## src/rtl/ball_motion.sv

```systemverilog
// ball_motion: latches serve parameters from the serve randomiser, integrates
// the ball position in 11.4 fixed point once per frame tick, reflects off the
// top/bottom walls, negates vx on paddle hits and reports left/right misses.
// Optional feature macro: BALL_SPIN_EN (adds the signed spin field to vy on
// every frame tick, saturating to [-128, 127]).

module ball_motion #(
    parameter int unsigned X_MIN = 0,
    parameter int unsigned X_MAX = 639,
    parameter int unsigned Y_MIN = 0,
    parameter int unsigned Y_MAX = 479
) (
    input  logic        clk,
    input  logic        rst,
    input  logic        serve,
    input  logic        frame_tick,
    input  logic        paddle_hit,
    input  logic [21:0] ball_location,
    input  logic [15:0] ball_velocity,
    input  logic [15:0] ball_angle,
    output logic        rand_en,
    output logic        ball_valid,
    output logic [10:0] pos_x,
    output logic [10:0] pos_y,
    output logic        miss_left,
    output logic        miss_right
);

    localparam int unsigned PW = 15;  // 11.4 fixed-point position width
    localparam int unsigned NW = 17;  // signed width of the position step
    localparam int unsigned VW = 8;   // velocity component width
    localparam int unsigned FB = 4;   // fractional bits

    // Playfield limits scaled into fixed point.
    localparam logic signed [NW-1:0] X_LO  = NW'(X_MIN << FB);
    localparam logic signed [NW-1:0] X_HI  = NW'(X_MAX << FB);
    localparam logic signed [NW-1:0] Y_LO  = NW'(Y_MIN << FB);
    localparam logic signed [NW-1:0] Y_HI  = NW'(Y_MAX << FB);
    localparam logic signed [NW-1:0] Y_LO2 = NW'((2 * Y_MIN) << FB);
    localparam logic signed [NW-1:0] Y_HI2 = NW'((2 * Y_MAX) << FB);

    typedef enum logic {
        IDLE = 1'b0,
        FLY  = 1'b1
    } state_t;

    state_t                 state, state_n;
    logic [PW-1:0]          px, px_n;
    logic [PW-1:0]          py, py_n;
    logic signed [VW-1:0]   vx, vx_n;
    logic signed [VW-1:0]   vy, vy_n;
    logic                   rand_en_n;
    logic                   ball_valid_n;
    logic                   miss_left_n;
    logic                   miss_right_n;

    // Datapath intermediates for one frame step.
    logic signed [VW-1:0]   vx_hit;
    logic signed [VW-1:0]   vy_step;
    logic signed [NW-1:0]   nx;
    logic signed [NW-1:0]   ny;
    logic signed [NW-1:0]   ry_hi;
    logic signed [NW-1:0]   ry_lo;
    logic                   hit_left;
    logic                   hit_right;
    logic                   wall_hi;
    logic                   wall_lo;

    // Negation that maps -128 to +127 instead of wrapping back to -128.
    function automatic logic signed [VW-1:0] neg_sat(input logic signed [VW-1:0] v);
        if (v == -VW'(128)) begin
            return VW'(127);
        end
        return -v;
    endfunction

`ifdef BALL_SPIN_EN
    localparam int unsigned SW = 4;   // spin field width

    logic signed [SW-1:0]   spin, spin_n;

    // Saturating add of the 4-bit spin to an 8-bit velocity.
    function automatic logic signed [VW-1:0] add_sat(input logic signed [VW-1:0] v,
                                                     input logic signed [SW-1:0] s);
        logic signed [VW:0] sum;
        sum = {v[VW-1], v} + {{(VW+1-SW){s[SW-1]}}, s};
        if (sum > 9'sd127) begin
            return VW'(127);
        end
        if (sum < -9'sd128) begin
            return -VW'(128);
        end
        return sum[VW-1:0];
    endfunction

    wire unused_angle = ^ball_angle[11:0];

    // Spin curves the trajectory before the position step.
    always_comb begin
        vy_step = add_sat(vy, spin);
    end

    // Spin is latched on serve and held for the whole flight.
    always_comb begin
        spin_n = spin;
        if (state == IDLE && serve) begin
            spin_n = $signed(ball_angle[15:12]);
        end
    end

    // Spin register.
    always_ff @(posedge clk) begin
        if (rst) begin
            spin <= '0;
        end else begin
            spin <= spin_n;
        end
    end
`else
    wire unused_angle = ^ball_angle;

    // Without spin, vy only changes on wall reflection.
    always_comb begin
        vy_step = vy;
    end
`endif

    // One frame step: hit negation first, then position and bound tests.
    always_comb begin
        vx_hit    = paddle_hit ? neg_sat(vx) : vx;
        nx        = $signed({2'b00, px}) + $signed({{(NW-VW){vx_hit[VW-1]}}, vx_hit});
        ny        = $signed({2'b00, py}) + $signed({{(NW-VW){vy_step[VW-1]}}, vy_step});
        ry_hi     = Y_HI2 - ny;
        ry_lo     = Y_LO2 - ny;
        hit_left  = (nx < X_LO);
        hit_right = (nx > X_HI);
        wall_hi   = (ny > Y_HI);
        wall_lo   = (ny < Y_LO);
    end

    // Next-state and next-output logic.
    always_comb begin
        state_n      = state;
        px_n         = px;
        py_n         = py;
        vx_n         = vx;
        vy_n         = vy;
        miss_left_n  = 1'b0;
        miss_right_n = 1'b0;

        case (state)
            IDLE: begin
                if (serve) begin
                    px_n    = {ball_location[21:11], 4'b0000};
                    py_n    = {ball_location[10:0], 4'b0000};
                    vx_n    = $signed(ball_velocity[15:8]);
                    vy_n    = $signed(ball_velocity[7:0]);
                    state_n = FLY;
                end
            end
            FLY: begin
                if (paddle_hit) begin
                    vx_n = vx_hit;
                end
                if (frame_tick) begin
                    vy_n = vy_step;
                    if (hit_left) begin
                        miss_left_n = 1'b1;
                        state_n     = IDLE;
                    end else if (hit_right) begin
                        miss_right_n = 1'b1;
                        state_n      = IDLE;
                    end else begin
                        px_n = nx[PW-1:0];
                        if (wall_hi) begin
                            py_n = ry_hi[PW-1:0];
                            vy_n = neg_sat(vy_step);
                        end else if (wall_lo) begin
                            py_n = ry_lo[PW-1:0];
                            vy_n = neg_sat(vy_step);
                        end else begin
                            py_n = ny[PW-1:0];
                        end
                    end
                end
            end
            default: begin
                state_n = IDLE;
            end
        endcase

        ball_valid_n = (state_n == FLY);
        rand_en_n    = (state_n == IDLE);
    end

    // State, datapath and output registers.
    always_ff @(posedge clk) begin
        if (rst) begin
            state      <= IDLE;
            px         <= '0;
            py         <= '0;
            vx         <= '0;
            vy         <= '0;
            rand_en    <= 1'b0;
            ball_valid <= 1'b0;
            miss_left  <= 1'b0;
            miss_right <= 1'b0;
        end else begin
            state      <= state_n;
            px         <= px_n;
            py         <= py_n;
            vx         <= vx_n;
            vy         <= vy_n;
            rand_en    <= rand_en_n;
            ball_valid <= ball_valid_n;
            miss_left  <= miss_left_n;
            miss_right <= miss_right_n;
        end
    end

    assign pos_x = px[PW-1:FB];
    assign pos_y = py[PW-1:FB];

endmodule

```

## config.mk

```make
export PLATFORM = sky130hd
export DESIGN_NAME = ball_motion
export DESIGN_NICKNAME = d
export VERILOG_FILES = /design/src/rtl/ball_motion.sv
export SDC_FILE = /design/constraint.sdc
export NUM_CORES = 1
export LEC_CHECK = 0
export ABC_AREA = 1
export CAP_MARGIN = 20
export CORE_MARGIN = 3
export CORE_UTILIZATION = 35
export CTS_BUF_LIST = sky130_fd_sc_hd__clkbuf_8
export CTS_CLUSTER_SIZE = 28
export DETAILED_ROUTE_END_ITERATION = 8
export PLACE_DENSITY = 0.51
export SKIP_CTS_REPAIR_TIMING = 1
export SYNTH_ARGS = -nofsm -noshare
export SYNTH_HDL_FRONTEND = slang
export SYNTH_SLANG_ARGS = --single-unit
```

## constraint.sdc

```tcl
create_clock -name clk -period 7.26 [get_ports clk]
set_input_delay 1.452 -clock clk [delete_from_list [all_inputs] [get_ports clk]]
set_output_delay 1.452 -clock clk [all_outputs]
set_load 0.01 [all_outputs]
```

# Word level (Yosys, flattened, before mapping)
# Index checks and enable logic that the tools add are counted.
# W data, S select, Z words.
[totals]
register_bits = 50
latch_bits = 0
ram_bits = 0
mem_bits_ro = 0
in_bits = 59
out_inout_bits = 26
mem_count = 0
[op_classes]
add_sub_neg = 6
multipliers = 0
n_div = 0
order_cmp = 4
n_eq_ne = 8
shift = 0
n_mux = 48
n_bitwise = 3
n_reduce_logical = 5
[ops]
columns = ["op", "n"]
rows = [
  ["$mux W15", 10],
  ["$mux W8", 14],
  ["$pmux W15 S2", 2],
  ["$add A16 B8 Y17", 2],
  ["$lt A17 B1 Y1 const B", 2],
  ["$pmux W8 S2", 2],
  ["$mux W1", 19],
  ["$gt A17 B14 Y1 const B", 1],
  ["$gt A17 B15 Y1 const B", 1],
  ["$eq A8 B8 Y1 const B", 2],
  ["$neg A8 Y8", 2],
  ["$sub A1 B15 Y15 const A", 1],
  ["$sub A15 B15 Y15 const A", 1],
  ["$ne A2 B2 Y1 const B", 5],
  ["$reduce_and A5 Y1", 1],
  ["$reduce_and A4 Y1", 1],
  ["$reduce_or A4 Y1", 1],
  ["$ne A3 B1 Y1 const B", 1],
  ["$not A1 Y1", 3],
  ["$reduce_or A3 Y1", 1],
  ["$pmux W1 S2", 1],
  ["$reduce_and A2 Y1", 1],
]

# Logic depth before layout (Yosys ltp)
# Gate-level depths: netlist (run 1).
[depth]
ltp_word = 17
ltp_mapped = 29

# Least setup slack after synthesis (run 1)
# No wires, ideal clock.
[synth_path]
path_kind = "input to register"
startpoint = "in paddle_hit"
endpoint = "reg px[4]"
setup_ns = 0.116
arrival_ns = 4.048
required_time_ns = 7.144
path_slack_ns = 3.097
path_stages = 23
path_buffers = 2
path_cell_list = "clkbuf_1 o21ai_0 nand2_1 nor3b_1 inv_1 ha_1 nand2_1 inv_1 a21oi_1 nand2_2 a21oi_1 nand2_1 nand2_1 nand2_1 nor2_1 nand3_1 nand3_2 nand2_2 nand2_4 inv_4 buf_4 nor2_1 nor2_1"
[synth_between]
elab_chain_len = 6
elab_cells_between_ends = 11
cone_classes = "add/sub (1); order compare (2); eq/ne (2); mux (5); reduce/logical (1)"
[synth_rtl]
columns = ["item", "line", "source"]
rows = [
  ["from (decl)", "17", "input logic paddle_hit,"],
  ["$mux W8 *", "130", "vx_hit = paddle_hit ? neg_sat(vx) : vx;"],
  ["$add A16 B8 Y17 *", "131", "nx = $signed({2'b00, px}) + $signed({{(NW-VW){vx_hit[VW-1]}}, vx_hit});"],
  ["branches (longest 4 deep; another with $gt A17 B15 Y1)", "-", ""],
  ["to (signal assigned)", "210", "px <= px_n;"],
  ["to (decl)", "48", "logic [PW-1:0] px, px_n;"],
]
# Every way passes the cells marked *. The select of a mux whose other input is x is not followed.
# A chain may end at the register's enable or synchronous reset.

# Worst setup path after layout (run 1)
[layout_path]
startpoint = "in paddle_hit"
endpoint = "reg py[13]"
[layout_between]
elab_chain_len = 5
elab_cells_between_ends = 7
cone_classes = "add/sub (1); order compare (2); eq/ne (2); mux (1); reduce/logical (1)"
[layout_rtl]
columns = ["item", "line", "source"]
rows = [
  ["$mux W8 *", "130", ""],
  ["$add A16 B8 Y17 *", "131", ""],
  ["$gt A17 B15 Y1 / $lt A17 B1 Y1 (equally long branches)", "136, 135", ""],
  ["$ne A2 B2 Y1 (no line)", "-", ""],
  ["$reduce_and A4 Y1 (no line) *", "-", ""],
  ["to (signal assigned)", "211", "py <= py_n;"],
  ["to (decl)", "49", "logic [PW-1:0] py, py_n;"],
]
# Every way passes the cells marked *; elsewhere a longest branch is shown, timed or not.

==> results.ini, run 1 <==
[status]
status = complete, no violations

[critical_path]
reg2reg_to = py[13]
critPathTopFamily = simple AND/OR/NAND/NOR gates
timing.reg2reg.setup_slack_ns = 2.88
crit_arrival_ns = 5.91
worstSetupPathDepth = 27
cp_max_fo = 27
cpMaxStageDelayCell = clkdlybuf4s50_1
required_ns = 7.53
setup.worst_path.start_class = input port
crit_type = in2reg
endpoint_kind = flip-flop
startpoint = paddle_hit
critPathMaxStageDelay_ns = 0.70
rr_worst_depth = 25
cp_common_cell = nand2_1
reg2reg_from = vx[1]
crit_buf_inv = 6

[cts]
cts_tree = yes
root_buffer = clkbuf_8
clkSlewWorstSetupHoldPaths_ns = 0.11
cts.sinks = 50
clock_tree.buffer_depth = 2
insertion_delay_ns = 0.34
h-tree-depth = 2
cts_buffers = 5

[floorplanning]
initial_utilization = 0.3630
row_count = 46
core-area_um2 = 16120
die_y_um = 135.3
boundaryPins = 85
dieArea_um2 = 18300
die_x_um = 135.3

[synth]
avgSynthCellArea_um2 = 5.593
syn_nets = 1142
netlist_area_um2 = 5851
yosys-top-cells-count = nand2_1 (359), inv_1 (123), nor2_1 (112)
synth_top_area_share = 0.2303
ys_seq_area_frac = 0.1711
yosysWarnings = 0
synth_edf_count = 0
syn_inst = 1046
synth.most_common_cell = nand2_1
ys_async_sr_fraction = 0
yosys.area.top_type = nand2_1
ys_types = 38
ys_seq_elements = 50
synth.area.top_cells = nand2_1 (23%), dfxtp_1 (17%), nand3_1 (8.5%), inv_1 (7.9%), ha_1 (7.5%)
synthFlopType = dfxtp_1

[sta]
fmax_mhz = 177.3
min_period_ns = 5.641
hold_viol_final = 0
relSlewSlack = 0.5708
post-route-period-util = 0.7771
finalSetupViolCount = 0
finClkSkew_ns = 0.01565
fin_hold_ws_ns = 0.4740
maxSlewViolCount = 0
tns_ns = 0
fin_ws_ns = 1.619
tightest_slew_ns = 0.6430
rsz0062_at_grt = false

[detailed_routing]
wl_per_cell_um = 13.98
viasPerCell = 4.814
drc = 0
num_vias = 6244
antenna_left = 0
drt-pass1-iter-count = 6
wirelength_um = 18140
drt-initial-drc-count = 375

[cells_and_area]
design_area_um2 = 6633
area_delta_synth_final_pct = 13.37
num-nets-final = 1176
n_antenna_cell = 0
post-route-util = 0.4116
stdcell_count = 1297
n_fill_cell = 1859
final_layout_size_suffix_gt1_frac = 0.04070

[min_path]
worstHoldEndpoint = px[0]
hp-start = px[0]
whs_path_depth = 2
timing.hold.worst.class = reg2reg

[placed_design]
port_buffers = 68
placed_area_um2 = 6543
post-place-ws_ns = 1.268
place.gp.congestion = 0.8694
dp_cells = 1289
hpwl_um = 14310

[power]
power.leakage_nw = 3.371
power_density_nw_per_um2 = 223.3
ir_drop_mv = 0.09489
total_power_mw = 1.481

[grt]
groute.usage.overall = 0.2015
antenna_found_initial = 0
grt_max_degree = 35
grt-ovfl-total = 0
grt_pass1_vias = 5879
grt_pass1_wl_um = 29730

[job]
cap_violations = 0

-- state kept, by name, summed over array words and instances, names as in the netlist --
signal,count
state,1
vx,8
miss_right,1
rand_en,1
px,15
miss_left,1
py,15
vy,8
-- report_power, final --
part / total [mW] / internal, mW / switching, mW / leakage, nW
Clock: 0.184 / 0.0682 / 0.116 / 0.0441
Combinational: 0.952 / 0.334 / 0.617 / 2.92
Sequential: 0.345 / 0.306 / 0.0391 / 0.412
Total: 1.48 / 0.709 / 0.772 / 3.37
-- area by class of cell --
| class | instances | area, µm² | area share |
|---|---|---|---|
| timing repair buffer | 71 | 703.2 | 0.1060 |
| tap | 216 | 270.3 | 0.04075 |
| clock buffer | 5 | 68.82 | 0.01038 |
| multi-input combinational | 823 | 4080 | 0.6152 |
| clock inverter | 3 | 21.27 | 0.003207 |
| sequential | 50 | 1002 | 0.1511 |
| inverter | 129 | 486.7 | 0.07338 |
-- metal layers --
layer | vias to the layer above | GRT usage | share of wire
met3 | 12 | 0.03046 | 0.045
met4 | 0 | 0.04031 | 0.0090
met5 | - | 0 | 0
li1 | 3394 | - | -
met2 | 120 | 0.3194 | 0.43
met1 | 2718 | 0.2912 | 0.51
-- cells in the final DEF (no fill, tap or decap), drive strengths merged, types with 9 or more instances in the layout --
master	synthesis	layout
nand2	371	371
inv	127	127
nor2	120	120
nand3	104	104
clkdlybuf4s50	0	68
a21oi	67	67
dfxtp	50	50
o21ai	40	40
ha	35	35
xor2	20	20
nand4	18	18
nor3	14	14
nand3b	9	9
-- cell families (layout without fill, tap and decap cells) --
logic type | Yosys count | count (layout) | share of synthesized area
AOI/OAI and AO/OA | 120 | 120 | 0.1086
and+or+nand+nor | 642 | 642 | 0.4698
adders and majority gates | 37 | 37 | 0.08169
DFF | 50 | 50 | 0.1711
buffers and inverters | 173 | 208 | 0.1315
xor gates and xnor gates | 24 | 24 | 0.03721
-- worst register-to-register path: stages (launching register included) --
cell,delay (ns)
dfxtp_1,0.38
inv_1,0.07
ha_1,0.20
nand3_2,0.11
nor2_1,0.06
nand2_2,0.14
nand2_1,0.09
nor2_2,0.50
ha_1,0.42
nand2_1,0.14
inv_1,0.05
a21oi_1,0.18
nand2_1,0.10
nand2_1,0.10
nand2_1,0.08
nand2_1,0.11
nand3_1,0.10
nand2_1,0.12
nand2_1,0.06
inv_1,0.06
nand3_2,0.10
nand2_2,0.25
nand2_4,0.28
inv_4,0.38
nand2_1,0.13
a21oi_2,0.14
-- how the worst max path moves through the flow --
stage	endpoint
floorplan	px[4]
detailed placement	py[13]
global placement	py[13]
CTS	py[13]
finish	py[13]
global route	py[11]
Note: power is estimated with default switching activity, not from simulation.
==> run 2, diff against run 1 <==
==> constraint.sdc (replaced) <==
create_clock -name clk -period 5.5 [get_ports clk]
set_input_delay 1.1 -clock clk [delete_from_list [all_inputs] [get_ports clk]]
set_output_delay 1.1 -clock clk [all_outputs]
set_load 0.01 [all_outputs]
==> results.ini, run 2 (synthesis results as in run 1) <==
[status]
status = complete, no violations

[floorplanning]
initial_utilization = 0.3630  ; unchanged
row_count = 46  ; unchanged
core-area_um2 = 16120  ; unchanged
boundaryPins = 85  ; unchanged
dieArea_um2 = 18300  ; unchanged
die_x_um = 135.3  ; unchanged
die_y_um = 135.3  ; unchanged

[cells_and_area]
n_antenna_cell = 0  ; unchanged
regArea_um2 = 1002  ; unchanged
final_layout_size_suffix_gt1_frac = 0.04420  ; +0.003496
final_cell_mix = nand2_1 (359), inv_1 (124), nor2_1 (112)
num-nets-final = 1181  ; +0.43%
area_delta_synth_final_pct = 14.35
reg_top3 = px x15, py x15
n_fill_cell = 1891  ; +1.7%
post-route-util = 0.4151  ; +0.003572
multi_input_area_um2 = 4080  ; unchanged
layout_commonest_cell = nand2_1

[cts]
clock_tree.buffer_depth = 2  ; unchanged
insertion_delay_ns = 0.35  ; about the same
cts_tree = yes
cts_buffers = 5  ; unchanged
root_buffer = clkbuf_8
cts.sinks = 50  ; unchanged
h-tree-depth = 2  ; unchanged
clkSlewWorstSetupHoldPaths_ns = 0.11  ; about the same

[grt]
grt_max_degree = 42  ; +20%
antenna_found_initial = 0  ; unchanged
grt-ovfl-total = 0  ; unchanged
grt_pass1_wl_um = 29550  ; -0.61%
grt_pass1_vias = 5712  ; -2.8%
groute.usage.overall = 0.2009  ; -0.0006535

[critical_path]
setup.worst_path.start_class = input port
timing.reg2reg.setup_slack_ns = 1.48  ; -1.40 ns
crit_type = in2reg
reg2reg_to = py[13]
cp_max_fo = 27  ; unchanged
reg2reg_from = vx[0]
endpoint_kind = flip-flop
required_ns = 5.78  ; -1.75 ns
rr_worst_depth = 28  ; +12%
crit_arrival_ns = 4.96  ; -0.95 ns

[power]
ir_drop_mv = 0.1368  ; +44%
power_density_nw_per_um2 = 299.8  ; +34%
power.leakage_nw = 3.407  ; +1.0%

[sta]
fmax_mhz = 213.7
relSlewSlack = 0.5826  ; +0.01172
finalSetupViolCount = 0  ; unchanged
min_period_ns = 4.678
post-route-period-util = 0.8506
tns_ns = 0  ; unchanged
maxSlewViolCount = 0  ; unchanged
finClkSkew_ns = 0.01157  ; -0.004084 ns
rsz0062_at_grt = false
hold_viol_final = 0  ; unchanged
tightest_slew_ns = 0.6247  ; -0.01840 ns
fin_hold_ws_ns = 0.4758  ; +0.001832 ns

[min_path]
timing.hold.worst.class = reg2reg
hp-start = py[0]
worstHoldEndpoint = py[0]
whs_path_depth = 2  ; unchanged

[detailed_routing]
wl_per_cell_um = 13.97  ; about the same
num_vias = 6307  ; +1.0%
antenna_left = 0  ; unchanged
wirelength_um = 18190  ; +0.31%
drt-initial-drc-count = 338  ; -9.9%
viasPerCell = 4.844  ; +0.62%
drt-pass1-iter-count = 5  ; -1
drc = 0  ; unchanged

[job]
cap_violations = 0  ; unchanged

[placed_design]
port_buffers = 68  ; unchanged
hpwl_um = 14430  ; +0.85%
place.gp.congestion = 0.8901  ; +2.4%

run 2: worst max path at each step:
| stage | endpoint | cells after the start | start | slack, ns |
|---|---|---|---|---|
| after floorplan | px[4] | 23 | paddle_hit | 1.69 |
| after global placement | py[13] | 27 | paddle_hit | 0.49 |
| after detailed placement | py[13] | 27 | paddle_hit | 0.46 |
| after CTS | py[13] | 27 | paddle_hit | 0.82 |
| after global routing | py[13] | 27 | paddle_hit | 0.35 |
| final | py[13] | 27 | paddle_hit | 0.82 |
run 2: area by class of cell:
class	instances	area share
repair buffers	76	0.1107
clock buffers	5	0.01029
clock inverters	3	0.006172
multi-input cells	823	0.6099
flip-flops and latches	50	0.1498
well taps	216	0.04040
inverters	129	0.07275
run 2: routing by layer:
layer  wire length, µm  share of wire  vias up  track usage
met5                 0              0        -            0
met4               262          0.014        0      0.04815
met3               713          0.039       14      0.02786
met2              7808           0.43      125       0.3131
met1              9409           0.52     2768       0.2928
li1                  -              -     3400            -
run 2: per-stage QoR:
stage                     cells  area [µm²]  setup slack, ns  power, mW
final                      1302        6690           0.8216      2.006
after global routing       1302        6690           0.3546      2.206
after CTS                  1302        6690           0.8153      2.018
after detailed placement   1294        6580           0.4635      1.720
after global placement     1294        6580           0.4940      1.726
after floorplan            1046        5851            1.689      1.408
run 2: power breakdown:
| part | total, mW | switching [mW] | internal, mW |
|---|---|---|---|
| combinational | 1.27 | 0.818 | 0.447 |
| sequential | 0.452 | 0.0483 | 0.404 |
| clock | 0.288 | 0.154 | 0.134 |
| total | 2.01 | 1.02 | 0.986 |
run 2: worst max-delay path, cell delays in order:
cell	delay [ns]
clkdlybuf4s50_1	0.48
inv_1	0.09
nor3_1	0.18
nand2_2	0.16
nand2_1	0.14
ha_1	0.25
inv_1	0.07
fa_1	0.41
inv_1	0.13
nand3_1	0.09
nand3_2	0.09
nand2_1	0.09
nand2_1	0.10
nand2_1	0.08
nand2_1	0.09
nand2_1	0.08
nand2_1	0.06
nand2_1	0.06
nand2_1	0.10
nand2_1	0.06
inv_1	0.06
nand3_2	0.10
nand2_2	0.10
nand2_4	0.17
inv_4	0.35
nand2_1	0.11
a21oi_2	0.14
==> run 3, diff against run 2 <==
--- a/config.mk
+++ b/config.mk
@@ -7,13 +7,17 @@
 export LEC_CHECK = 0
 export ABC_AREA = 1
 export CAP_MARGIN = 20
+export CELL_PAD_IN_SITES_DETAIL_PLACEMENT = 2
+export CELL_PAD_IN_SITES_GLOBAL_PLACEMENT = 2
 export CORE_MARGIN = 3
-export CORE_UTILIZATION = 35
+export CORE_UTILIZATION = 29
 export CTS_BUF_LIST = sky130_fd_sc_hd__clkbuf_8
 export CTS_CLUSTER_SIZE = 28
 export DETAILED_ROUTE_END_ITERATION = 8
-export PLACE_DENSITY = 0.51
+export GPL_TIMING_DRIVEN = 0
+export PLACE_DENSITY = 0.79
 export SKIP_CTS_REPAIR_TIMING = 1
+export SLEW_MARGIN = 20
 export SYNTH_ARGS = -nofsm -noshare
 export SYNTH_HDL_FRONTEND = slang
 export SYNTH_SLANG_ARGS = --single-unit
==> results.ini, run 3 (synthesis results as in run 1) <==
[status]
status = complete, no violations

[sta]
tns_ns = 0  ; unchanged
min_period_ns = 5.054  ; +0.3755 ns
fmax_mhz = 197.9  ; -7.4%
maxSlewViolCount = 0  ; unchanged
fin_ws_ns = 0.4461  ; -0.3755 ns
post-route-period-util = 0.9189  ; +0.06827
finClkSkew_ns = 0.01156  ; -0.000007600 ns
hold_viol_final = 0  ; unchanged
rsz0062_at_grt = false
tightest_slew_ns = 0.7342  ; +0.1096 ns
finalSetupViolCount = 0  ; unchanged
relSlewSlack = 0.5105  ; -0.07205

[floorplanning]
die_x_um = 148.0  ; +9.4%
row_count = 51  ; +11%
dieArea_um2 = 21910  ; +20%
boundaryPins = 85  ; unchanged
die_y_um = 148.0  ; +9.4%
initial_utilization = 0.2977  ; -0.06536
core-area_um2 = 19650  ; +22%

[power]
power.leakage_nw = 3.530  ; +3.6%
ir_drop_mv = 0.1064  ; -22%
power_density_nw_per_um2 = 303.8  ; +1.3%

[cts]
h-tree-depth = 2  ; unchanged
clock_tree.buffer_depth = 2  ; unchanged
cts_buffers = 5  ; unchanged
cts_tree = yes
insertion_delay_ns = 0.34  ; about the same
cts.sinks = 50  ; unchanged
clkSlewWorstSetupHoldPaths_ns = 0.11  ; about the same
root_buffer = clkbuf_8

[detailed_routing]
antenna_left = 0  ; unchanged
num_vias = 6903  ; +9.4%
drt-initial-drc-count = 307  ; -9.2%
drt-pass1-iter-count = 4  ; -1
drc = 0  ; unchanged
wirelength_um = 24400  ; +34%
viasPerCell = 4.981  ; +2.8%
wl_per_cell_um = 17.60  ; +26%

[cells_and_area]
final_layout_size_suffix_gt1_frac = 0.06334  ; +0.01914
regArea_um2 = 1001  ; -0.12%
layout_commonest_cell = nand2_1
num-nets-final = 1216  ; +3.0%
multi_input_area_um2 = 4080  ; unchanged
area_delta_synth_final_pct = 18.82
n_antenna_cell = 0  ; unchanged
n_fill_cell = 2620  ; +39%
reg_top3 = px x15, py x15
final_cell_mix = nand2_1 (359), inv_1 (123), nor2_1 (112)

[critical_path]
required_ns = 5.78  ; about the same
cp_max_fo = 10  ; -63%
setup.worst_path.start_class = input port
crit_type = in2reg
crit_arrival_ns = 5.33  ; +0.37 ns
critPathMaxStageDelay_ns = 0.51  ; +0.03 ns
cp_common_cell = nand2_1
cpMaxStageDelayCell = clkdlybuf4s50_1
endpoint_kind = flip-flop
critPathTopFamily = simple AND/OR/NAND/NOR gates
crit_buf_inv = 7  ; +1

[placed_design]
place.gp.congestion = 0.8388  ; -5.8%
port_buffers = 67  ; -1.5%
hpwl_um = 20590  ; +43%
post-place-ws_ns = 0.05590  ; -0.4075 ns

[grt]
grt-ovfl-total = 0  ; unchanged
grt_pass1_vias = 7441  ; +30%
grt_pass1_wl_um = 39490  ; +34%
grt_max_degree = 17  ; -60%
antenna_found_initial = 0  ; unchanged
groute.usage.overall = 0.2248  ; +0.02390

[min_path]
timing.hold.worst.class = reg2reg

[job]
cap_violations = 0  ; unchanged

[run 3: cell types whose count changed in the layout (fill, tap and decap cells not counted)]
cell             previous run  this run
inv_6                       0         1
buf_2                       0         4
clkbuf_1                    0        12
dfxtp_2                     1         0
buf_6                       0         3
bufinv_16                   1         0
dfxtp_1                    49        50
clkbuf_8                    5         6
clkdlybuf4s50_1            68        67
inv_1                     124       123
buf_1                       0         1
buf_4                       8        24
[run 3: layout make-up]
| class | count | share of cell area |
|---|---|---|
| Buffer | 44 | 0.04068 |
| Clock buffer | 6 | 0.01188 |
| Clock inverter | 2 | 0.002340 |
| Inverter | 129 | 0.07001 |
| Multi-Input combinational cell | 823 | 0.5869 |
| Sequential cell | 50 | 0.1440 |
| Tap cell | 265 | 0.04770 |
| Timing Repair Buffer | 67 | 0.09647 |
[run 3: report_power, final]
part	switching, mW	leakage, nW	total [mW]	internal, mW
clock	0.161	0.0478	0.265	0.104
sequential	0.0555	0.411	0.460	0.404
combinational	0.905	3.07	1.39	0.482
total	1.12	3.53	2.11	0.991
[run 3: worst paths after layout]
path | startpoint | endpoint | slack, ns | depth (start not counted)
worst max register to register | vx[0] | px[4] | 1.25 | 26
worst max-delay path | paddle_hit | px[4] | 0.45 | 25
worst min register to register | px[2] | px[2] | 0.48 | 2
worst min-delay path | px[2] | px[2] | 0.48 | 2
[run 3: per-stage QoR]
step,power (mW),utilization,cells,hold slack [ns],area (µm²)
floorplan,1.408,-,1046,0.4433,5851
global placement,1.809,0.3487,1378,0.4554,6853
detailed placement,1.858,0.3487,1378,0.4627,6853
CTS,2.135,0.3537,1386,0.4769,6952
global route,2.329,0.3537,1386,0.4953,6952
finish,2.112,0.3537,1386,0.4819,6952
[run 3: routing by layer]
layer,up-vias,GRT usage,part of all wire
met1,3321,0.3041,0.49
li1,3475,-,-
met4,0,0.05219,0.017
met3,22,0.02544,0.026
met5,-,0,0
met2,85,0.3843,0.47
[run 3: worst min-delay path: stages, from the launching register on]
cell and delay (ns):
dfxtp_1 0.33, nand2_1 0.06, a21oi_1 0.05
